## config.mk

```make
export PLATFORM = sky130hd
export DESIGN_NAME = huffman_block_sequencer
export DESIGN_NICKNAME = d
export VERILOG_FILES = /design/src/rtl/huffman_block_sequencer.sv
export SDC_FILE = /design/constraint.sdc
export NUM_CORES = 1
export LEC_CHECK = 0
export CAP_MARGIN = 20
export CORE_MARGIN = 2
export CORE_UTILIZATION = 59
export DETAILED_ROUTE_END_ITERATION = 10
export HOLD_SLACK_MARGIN = 0.08
export PLACE_DENSITY = 0.81
export SETUP_SLACK_MARGIN = 0.3
export SLEW_MARGIN = 10
export SYNTH_ARGS = -nofsm -noshare
export SYNTH_HDL_FRONTEND = slang
export SYNTH_SLANG_ARGS = --single-unit
```

## constraint.sdc

```tcl
create_clock -name clk -period 3.59 [get_ports clk]
set_clock_uncertainty 0.2 [all_clocks]
set_input_delay 1.077 -clock clk [delete_from_list [all_inputs] [get_ports clk]]
set_output_delay 1.077 -clock clk [all_outputs]
set_load 0.02 [all_outputs]
```

## src/rtl/huffman_block_sequencer.sv

```systemverilog
// Sequences one Huffman_Decoder through an 8x8 JPEG block: feeds code bits, gathers
// magnitude bits, rebuilds signed coefficients and emits them with their zig-zag index.
module huffman_block_sequencer #(
   parameter int COEF_W       = 12,
   parameter int MAX_CODE_LEN = 16
) (
   input  logic              clk,
   input  logic              rst,
   input  logic              start,
   input  logic              bit_valid,
   input  logic              bit_data,
   output logic              bit_ready,
   output logic              hd_rst,
   output logic              hd_ac_dc_flag,
   output logic              hd_next_bit,
   output logic              hd_is_new,
   input  logic [3:0]        hd_s_value,
   input  logic [3:0]        hd_r_value,
   input  logic              hd_done,
   output logic              coef_valid,
   output logic [5:0]        coef_index,
   output logic [COEF_W-1:0] coef_value,
   output logic              block_done,
   output logic              error
);

   localparam int CL_W = $clog2(MAX_CODE_LEN + 1);

   typedef enum logic [3:0] {
      S_IDLE, S_CLR, S_FEED, S_WAIT, S_EXTRA, S_EMIT, S_ADV, S_FIN, S_ERR
   } state_t;

   state_t              state_q, state_d;
   logic                dc_phase_q, dc_phase_d;
   logic [6:0]          index_q, index_d;
   logic [3:0]          run_q, run_d;
   logic [3:0]          size_q, size_d;
   logic [14:0]         extra_q, extra_d;
   logic [3:0]          extra_cnt_q, extra_cnt_d;
   logic [CL_W-1:0]     code_len_q, code_len_d;
   logic                hd_rst_q, hd_rst_d;
   logic                coef_valid_q, coef_valid_d;
   logic [5:0]          coef_index_q, coef_index_d;
   logic [COEF_W-1:0]   coef_value_q, coef_value_d;
   logic                block_done_q, block_done_d;
   logic                error_q, error_d;

   logic [COEF_W-1:0]   span;
   logic                extra_msb;
   logic [COEF_W-1:0]   emit_value;
   logic [6:0]          target;
   logic [6:0]          zrl_sum;

   // Bit handshake and decoder strobes follow the registered state so a bit offered in
   // FEED reaches the decoder on the same edge the sequencer accepts it.
   assign bit_ready     = (state_q == S_FEED) || ((state_q == S_EXTRA) && (size_q != 4'd0));
   assign hd_is_new     = (state_q == S_FEED) && bit_valid;
   assign hd_next_bit   = hd_is_new && bit_data;
   assign hd_ac_dc_flag = dc_phase_q && (state_q != S_IDLE);

   assign hd_rst        = hd_rst_q;
   assign coef_valid    = coef_valid_q;
   assign coef_index    = coef_index_q;
   assign coef_value    = coef_value_q;
   assign block_done    = block_done_q;
   assign error         = error_q;

   // A leading 0 in the magnitude bits marks a negative value stored as value + (2^size - 1).
   assign span       = (COEF_W'(1) << size_q) - COEF_W'(1);
   assign extra_msb  = (size_q != 4'd0) && extra_q[size_q - 4'd1];
   assign emit_value = (size_q == 4'd0) ? '0 :
                       extra_msb        ? extra_q[COEF_W-1:0] :
                                          extra_q[COEF_W-1:0] - span;
   assign target     = index_q + {3'b000, run_q};
   assign zrl_sum    = index_q + 7'd16;

   always_comb begin
      // NOTE: every _d starts from its _q (or a zero strobe) so no path leaves a latch.
      state_d      = state_q;
      dc_phase_d   = dc_phase_q;
      index_d      = index_q;
      run_d        = run_q;
      size_d       = size_q;
      extra_d      = extra_q;
      extra_cnt_d  = extra_cnt_q;
      code_len_d   = code_len_q;
      coef_valid_d = 1'b0;
      coef_index_d = coef_index_q;
      coef_value_d = coef_value_q;
      error_d      = error_q;

      case (state_q)
         S_IDLE: begin
            if (start) begin
               state_d    = S_CLR;
               dc_phase_d = 1'b1;
               index_d    = 7'd0;
               error_d    = 1'b0;
            end
         end
         S_CLR: begin
            code_len_d  = '0;
            extra_d     = '0;
            extra_cnt_d = 4'd0;
            state_d     = S_FEED;
         end
         S_FEED: begin
            if (bit_valid) begin
               code_len_d = code_len_q + CL_W'(1);
               state_d    = S_WAIT;
            end
         end
         S_WAIT: begin
            if (hd_done) begin
               run_d   = hd_s_value;
               size_d  = hd_r_value;
               state_d = S_EXTRA;
            end else if (code_len_q == CL_W'(MAX_CODE_LEN)) begin
               state_d = S_ERR;
            end else begin
               state_d = S_FEED;
            end
         end
         S_EXTRA: begin
            if (size_q == 4'd0) begin
               state_d = S_EMIT;
            end else if (bit_valid) begin
               extra_d     = {extra_q[13:0], bit_data};
               extra_cnt_d = extra_cnt_q + 4'd1;
               if (extra_cnt_q + 4'd1 == size_q) state_d = S_EMIT;
            end
         end
         S_EMIT: begin
            if (int'(size_q) > COEF_W - 1) begin
               state_d = S_ERR;
            end else if (dc_phase_q) begin
               coef_valid_d = 1'b1;
               coef_index_d = 6'd0;
               coef_value_d = emit_value;
               dc_phase_d   = 1'b0;
               index_d      = 7'd1;
               state_d      = S_CLR;
            end else if ((run_q == 4'd0) && (size_q == 4'd0)) begin
               state_d = S_FIN;
            end else if ((run_q == 4'd15) && (size_q == 4'd0)) begin
               if (zrl_sum > 7'd63) begin
                  state_d = S_ERR;
               end else begin
                  index_d = zrl_sum;
                  state_d = S_ADV;
               end
            end else if (target > 7'd63) begin
               state_d = S_ERR;
            end else begin
               coef_valid_d = 1'b1;
               coef_index_d = target[5:0];
               coef_value_d = emit_value;
               index_d      = target + 7'd1;
               state_d      = S_ADV;
            end
         end
         S_ADV:   state_d = (index_q == 7'd64) ? S_FIN : S_CLR;
         S_FIN:   state_d = S_IDLE;
         S_ERR:   state_d = S_IDLE;
         default: state_d = S_IDLE;
      endcase

      hd_rst_d     = (state_d == S_CLR);
      block_done_d = (state_d == S_FIN);
      if (state_d == S_ERR) error_d = 1'b1;
   end

   always_ff @(posedge clk or negedge rst) begin
      if (!rst) begin
         state_q      <= S_IDLE;
         dc_phase_q   <= 1'b0;
         index_q      <= 7'd0;
         run_q        <= 4'd0;
         size_q       <= 4'd0;
         extra_q      <= '0;
         extra_cnt_q  <= 4'd0;
         code_len_q   <= '0;
         hd_rst_q     <= 1'b0;
         coef_valid_q <= 1'b0;
         coef_index_q <= 6'd0;
         coef_value_q <= '0;
         block_done_q <= 1'b0;
         error_q      <= 1'b0;
      end else begin
         // NOTE: non-blocking so every flop samples the pre-edge values of its peers.
         state_q      <= state_d;
         dc_phase_q   <= dc_phase_d;
         index_q      <= index_d;
         run_q        <= run_d;
         size_q       <= size_d;
         extra_q      <= extra_d;
         extra_cnt_q  <= extra_cnt_d;
         code_len_q   <= code_len_d;
         hd_rst_q     <= hd_rst_d;
         coef_valid_q <= coef_valid_d;
         coef_index_q <= coef_index_d;
         coef_value_q <= coef_value_d;
         block_done_q <= block_done_d;
         error_q      <= error_d;
      end
   end

endmodule

```

==> metrics.md, run 1 <==
| Metric | Value |
|---|---|
| Critical Path Slowest Stage Cell | `dfrtp_1` |
| Largest area contributor in the netlist | `dfrtp_1` |
| Max VDD drop | `0.465 mV` |
| P_leak | `2.39 nW` |
| Crit. End Element | `output pin` |
| Dpl ws | `-250 ps` |
| NumNets Final | `613` |
| Worst slew pin tran | `897 ps` |
| HP Class | `flip-flop to flip-flop` |
| Largest net degree at the start of global routing | `31` |
| Total power | `3.96 mW` |
| WL final | `11.4 mm` |
| Startpoint Class | `flip-flop` |
| I/O Buffers | `39` |
| Initial DRC count | `301` |
| Global-route usage over all layers | `0.283` |
| Post-layout min period | `3190 ps` |
| Maximum fanout along the worst path | `15` |
| EDFF count, synth | `0` |
| Achievable frequency | `313 MHz` |
| Reg clk slew, reported paths | `80 ps` |
| Cell Pwr Density | `729 mW/mm²` |
| Mapped cell area | `0.00462 mm²` |
| Yosys reg bits | `66` |
| Clock Sink Count | `66` |
| YS warnings | `0` |
| Area growth, synth to finish | `17.6%` |
| Top Ports | `40` |
| Mapped Avg Cell Area | `8.99 µm²` |
| TNS Setup | `0 ps` |
| Setup CP Type | `flip-flop to output pin` |
| Cell count after synthesis | `514` |
| ANT cells | `0` |
| Yosys cell types | `67` |
| Post-DP HPWL | `8.20 mm` |
| Layout cells sized above 1 | `0.133` |
| Most used DFF post-synth | `dfrtp_1` |
| Hold Vio Cnt, Final | `0` |
| H-tree levels | `3` |
| Syn nets | `567` |
| Core box area | `0.00765 mm²` |
| Clock Path Buffers | `2` |
| Vias in the first global route | `3,945` |
| Worst-path cell chain | `nor4_1 -> nor2b_1 -> clkdlybuf4s50_1` |
| Latest clock arrival within the worst-skew pair | `340 ps` |
| Worst Slack Setup Final | `397 ps` |
| Number of placed cells counting well taps | `647` |
| First-pass GRT wire length | `19.4 mm` |
| Row cnt | `32` |
| CTS root buffer | `clkbuf_8` |
| Worst path top cell family by delay | `flip-flops` |
| Worst Hold Slack | `291 ps` |
| Finished Layout Cells | `667` |
| Antenna violations before repair | `0` |
| Routed WL per cell | `17.1 µm` |
| Post-Layout Inst Area | `0.00544 mm²` |
| Die area | `0.00856 mm²` |
| RD Place Congestion | `0.882` |
| Worst stage delay on the critical path | `550 ps` |
| TritonCTS Buffers | `9` |
| Die X | `92.5 µm` |
| Commonest non-fill, non-tap cells in the layout | `nand2_1 (85), dfrtp_1 (66), o21ai_0 (41)` |
| RSZ-0062 raised after global routing | `true` |
| Most common cell after layout, fill and taps aside | `nand2_1` |
| Period utilisation layout | `0.889` |
| Buf+Inv Stages, Crit Path | `1` |
| Status | `finished clean` |
| Die height | `92.5 µm` |
| DRT antenna net count | `0` |
| Final setup viols | `0` |
| Crit path arrival time | `1920 ps` |
| Max-Cap Viols | `0` |
| Starting density of the core | `0.604` |
| Sequential share of the synthesized area | `0.357` |
| Rel. slew slack | `0.394` |
| CP Data Required Time | `2310 ps` |
| CTS tree | `built` |
| Grt ovf | `0` |
| Async SR Flop Fraction | `1.00` |
| 1st-pass router iterations | `5` |
| Via/cell ratio | `6.09` |
| Final Util | `0.711` |
| Cell Area, Placed | `0.00515 mm²` |
| Post-synth top area share | `0.357` |
| Max-slew violations | `0` |
| DRC errors left | `0` |
| Dominant cells by area after synthesis | `dfrtp_1 (36%), ha_1 (10%), nand2_1 (6.9%), o21ai_0 (4.7%), mux2i_1 (3.0%)` |
| Vias after detailed routing | `4,063` |
[final timing paths]
path	from	to	slack, ps	cells past startpoint
worst max-delay path	state_q[1]$_DFF_PN0_	hd_ac_dc_flag	400	3
worst min-delay path	coef_value[7]$_DFFE_PN0P_	coef_value[7]$_DFFE_PN0P_	290	2
worst max register to register	size_q[0]$_DFFE_PN0P_	coef_value[11]$_DFFE_PN0P_	400	13
worst min register to register	coef_value[7]$_DFFE_PN0P_	coef_value[7]$_DFFE_PN0P_	290	2
max in group asynchronous	rst	extra_q[14]$_DFFE_PN0P_	1930	2
min in group asynchronous	rst	coef_value[10]$_DFFE_PN0P_	480	1
[tightest hold or removal path: cells and delay by family (launching register included)]
kind / cells / cell delay (ps)
compound gates: 1 / 60
flops: 1 / 350
simple gates: 1 / 50
[where the power goes]
| part | switching [mW] | total, mW | leakage (nW) | internal [mW] |
|---|---|---|---|---|
| sequential | 0.201 | 1.10 | 0.884 | 0.899 |
| combinational | 1.23 | 2.21 | 1.41 | 0.983 |
| clock | 0.322 | 0.648 | 0.0962 | 0.326 |
[cell type report]
class | count | area (µm²)
flip-flops and latches | 66 | 1650
repair buffers | 58 | 524
clock inverters | 7 | 76.3
multi-input cells | 407 | 2860
inverters | 18 | 70.1
fillers | 576 | 2210
clock buffers | 9 | 124
well taps | 102 | 128
[registers in the layout (all words and copies together) (netlist names)]
signal and flops:
extra_cnt_q 4, block_done 1, hd_rst 1, coef_value 12
size_q 4, dc_phase_q 1, extra_q 15, coef_index 6
run_q 4, code_len_q 5, index_q 7, coef_valid 1
state_q 4, error 1
[logic make-up after synthesis]
family,share of synthesized area
buffers and inverters,0.0368
xor gates and xnor gates,0.0490
DFF,0.357
adders and majority gates,0.109
and+or+nand+nor,0.209
AOI/OAI and AO/OA,0.172
muxes,0.0669
[routing by layer]
metal / track usage / vias up / routed length (µm)
met5: 0 / - / 0
met4: 0.0908 / 0 / 136
met3: 0.0439 / 13 / 662
met2: 0.437 / 145 / 5350
met1: 0.411 / 1964 / 5250
li1: - / 1941 / -
[Yosys cell counts (3+ instances only)]
library cell,n
or4_1,3
o22ai_1,3
inv_1,17
nor2b_1,6
clkbuf_1,12
a21o_1,7
and2_1,9
nor4b_1,3
nor2_1,25
mux4_2,3
and3_1,4
nand4_1,10
xnor2_1,15
o41ai_1,3
o2bb2ai_1,4
mux2i_1,14
nor3_1,8
a21oi_1,19
ha_1,37
mux2_2,9
o21ai_0,43
buf_2,9
nand2b_1,8
nor3b_1,4
nand3_1,14
nand3b_1,3
dfrtp_1,66
nand2_1,85
xor2_1,9
o211ai_1,5
a22o_1,6
a211oi_1,7
[timing repair]
action | 4_1_cts | 5_1_grt
gates resized for setup | 20 | 14
hold buffers | 0 | 0
endpoints found under the setup margin | 6 | 26
pin swaps | 3 | 3
buffers inserted | 1 | 3
(Power assumes the default switching activity.)
==> run 2, diff against run 1 <==
--- a/config.mk
+++ b/config.mk
@@ -10,7 +10,7 @@
 export CORE_UTILIZATION = 59
 export DETAILED_ROUTE_END_ITERATION = 10
 export HOLD_SLACK_MARGIN = 0.08
-export PLACE_DENSITY = 0.81
+export PLACE_DENSITY_LB_ADDON = 0.05
 export SETUP_SLACK_MARGIN = 0.3
 export SLEW_MARGIN = 10
 export SYNTH_ARGS = -nofsm -noshare
==> constraint.sdc (replaced) <==
create_clock -name clk -period 3.55 [get_ports clk]
set_clock_uncertainty 0.2 [all_clocks]
set_input_delay 1.065 -clock clk [delete_from_list [all_inputs] [get_ports clk]]
set_output_delay 1.065 -clock clk [all_outputs]
set_load 0.02 [all_outputs]
==> metrics.md, run 2 (same netlist as run 1, synthesis figures left out) <==
| Metric | Value |
|---|---|
| Status | `finished clean` |
| Period utilisation layout | `0.882` |
| Number of placed cells counting well taps | `651` |
| Antenna violations before repair | `0` |
| Post-layout min period | `3130 ps` |
| Clock Path Buffers | `2` |
| Flop2flop setup slack | `420 ps` |
| Area growth, synth to finish | `17.8%` |
| Die area | `0.00856 mm²` |
| Post-Layout Inst Area | `0.00544 mm²` |
| FILL cells | `613` |
| Seq pwr share | `0.282` |
| Routed WL per cell | `16.5 µm` |
| Via/cell ratio | `6.13` |
| R2R depth | `8` |
| P_leak | `2.38 nW` |
| RSZ-0062 raised after global routing | `true` |
| Buf+Inv Stages, Crit Path | `0` |
| WL final | `11.0 mm` |
| H-tree levels | `3` |
| ANT cells | `0` |
| Crit. End Element | `flip-flop` |
| Worst Setup SP | `run_q[0]$_DFFE_PN0P_` |
| Clock Sink Count | `66` |
| Max VDD drop | `0.406 mV` |
| Cell Pwr Density | `726 mW/mm²` |
| Commonest non-fill, non-tap cells in the layout | `nand2_1 (85), dfrtp_1 (63), o21ai_0 (42)` |
| Dpl ws | `-266 ps` |
| Most common cell after layout, fill and taps aside | `nand2_1` |
| Hold wc startpoint | `error$_DFFE_PN0P_` |
| Vias in the first global route | `3,895` |
| Post-DP HPWL | `8.35 mm` |
| FF-to-FF Start | `run_q[0]$_DFFE_PN0P_` |
| Setup CP Type | `flip-flop to flip-flop` |
| Worst slew pin tran | `697 ps` |
| Most Used Layer, Global Route | `met2` |
| Met2 Usage GRT | `0.414` |
| Worst stage delay on the critical path | `420 ps` |
| Worst path top cell family by delay | `compound AO/OA/AOI/OAI gates` |
| Achievable frequency | `320 MHz` |
| Clock power share | `0.153` |
| Comb pwr share | `0.565` |
| I/O Buffers | `39` |
| Switching Share | `0.435` |
| Largest net degree at the start of global routing | `29` |
| First-pass GRT wire length | `18.7 mm` |
| Max-Cap Viols | `0` |
| Switching power total | `1.72 mW` |
| Hold EP | `error$_DFFE_PN0P_` |
| Crit path arrival time | `3150 ps` |
| Startpoint Class | `flip-flop` |
| Worst-path cell chain | `ha_2 -> fa_2 -> a21o_1 -> a221o_1 -> a211o_1 -> a211oi_2 -> o22ai_1 -> a22o_1` |
| 1st-pass router iterations | `5` |
| Max-slew violations | `0` |
| TNS Setup | `0 ps` |
| CTS root buffer | `clkbuf_8` |
| Worst Slack Setup Final | `421 ps` |
| Critical Path Slowest Stage Cell | `dfrtp_1` |
| Cell Int Power | `2.23 mW` |
| Layout cells sized above 1 | `0.140` |
| RD Place Congestion | `0.948` |
| Finished Layout Cells | `668` |
| GRT met1 Usage | `0.403` |
| Total power | `3.95 mW` |
| DRC errors left | `0` |
| Hold Buf Count CTS | `0` |
| Hold Vio Cnt, Final | `0` |
| Row cnt | `32` |
| Worst Hold Slack | `278 ps` |
| HP Class | `flip-flop to flip-flop` |
| Top Ports | `40` |
| Reg clk slew, reported paths | `70 ps` |
| Vias after detailed routing | `4,093` |
| Register area | `0.00166 mm²` |
| Initial DRC count | `186` |
| Rel. slew slack | `0.534` |
| Hold Crit Depth | `1` |
| R2r endpoint | `index_q[3]$_DFFE_PN0P_` |
| Die X | `92.5 µm` |
| Maximum fanout along the worst path | `5` |
| Final setup viols | `0` |
| Core box area | `0.00765 mm²` |
| Global-route usage over all layers | `0.273` |
| Grt ovf | `0` |
| Biggest register | `extra_q` |
| DRT antenna net count | `0` |
| NumNets Final | `614` |
| Met3 usage | `0.0513` |
| Latest clock arrival within the worst-skew pair | `330 ps` |
| Final Util | `0.712` |
| Max reg flops | `15` |
| Multi-input logic area | `0.00288 mm²` |
| Starting density of the core | `0.604` |
| Die height | `92.5 µm` |
| TritonCTS Buffers | `9` |
| CTS tree | `built` |
| Cell Area, Placed | `0.00518 mm²` |
| CP Data Required Time | `3570 ps` |
run 2: routing by layer:
metal | vias to the layer above | share of wire
li1 | 1949 | -
met4 | 0 | 0.013
met2 | 123 | 0.45
met5 | - | 0
met1 | 2007 | 0.48
met3 | 14 | 0.055
run 2: power groups by stage:
stage	clock network, mW	registers (mW)	logic, mW
floorplan	0	1.10	1.51
global placement	0	1.11	2.08
detailed placement	0	1.12	2.13
CTS	0.618	1.10	2.16
global route	0.657	1.14	2.44
finish	0.604	1.11	2.23
run 2: worst max-delay path by stage:
stage	slack [ps]	cells past startpoint	end
final	420	8	index_q[3]$_DFFE_PN0P_
after global routing	260	8	index_q[1]$_DFFE_PN0P_
after CTS	310	8	index_q[5]$_DFFE_PN0P_
after detailed placement	-270	5	hd_next_bit
after global placement	-210	5	hd_next_bit
after floorplan	400	3	hd_next_bit
run 2: layout make-up:
cell class | instances | share of cell area
repair buffers | 59 | 0.0970
clock inverters | 5 | 0.0101
well taps | 102 | 0.0234
inverters | 18 | 0.0124
clock buffers | 11 | 0.0241
flip-flops and latches | 66 | 0.304
multi-input cells | 407 | 0.529
run 2: what timing repair did:
item | in CTS | in global routing
resized for setup | 19 | 18
setup endpoints to repair | 5 | 29
pin swaps | 3 | 3
buffers inserted | 1 | 0
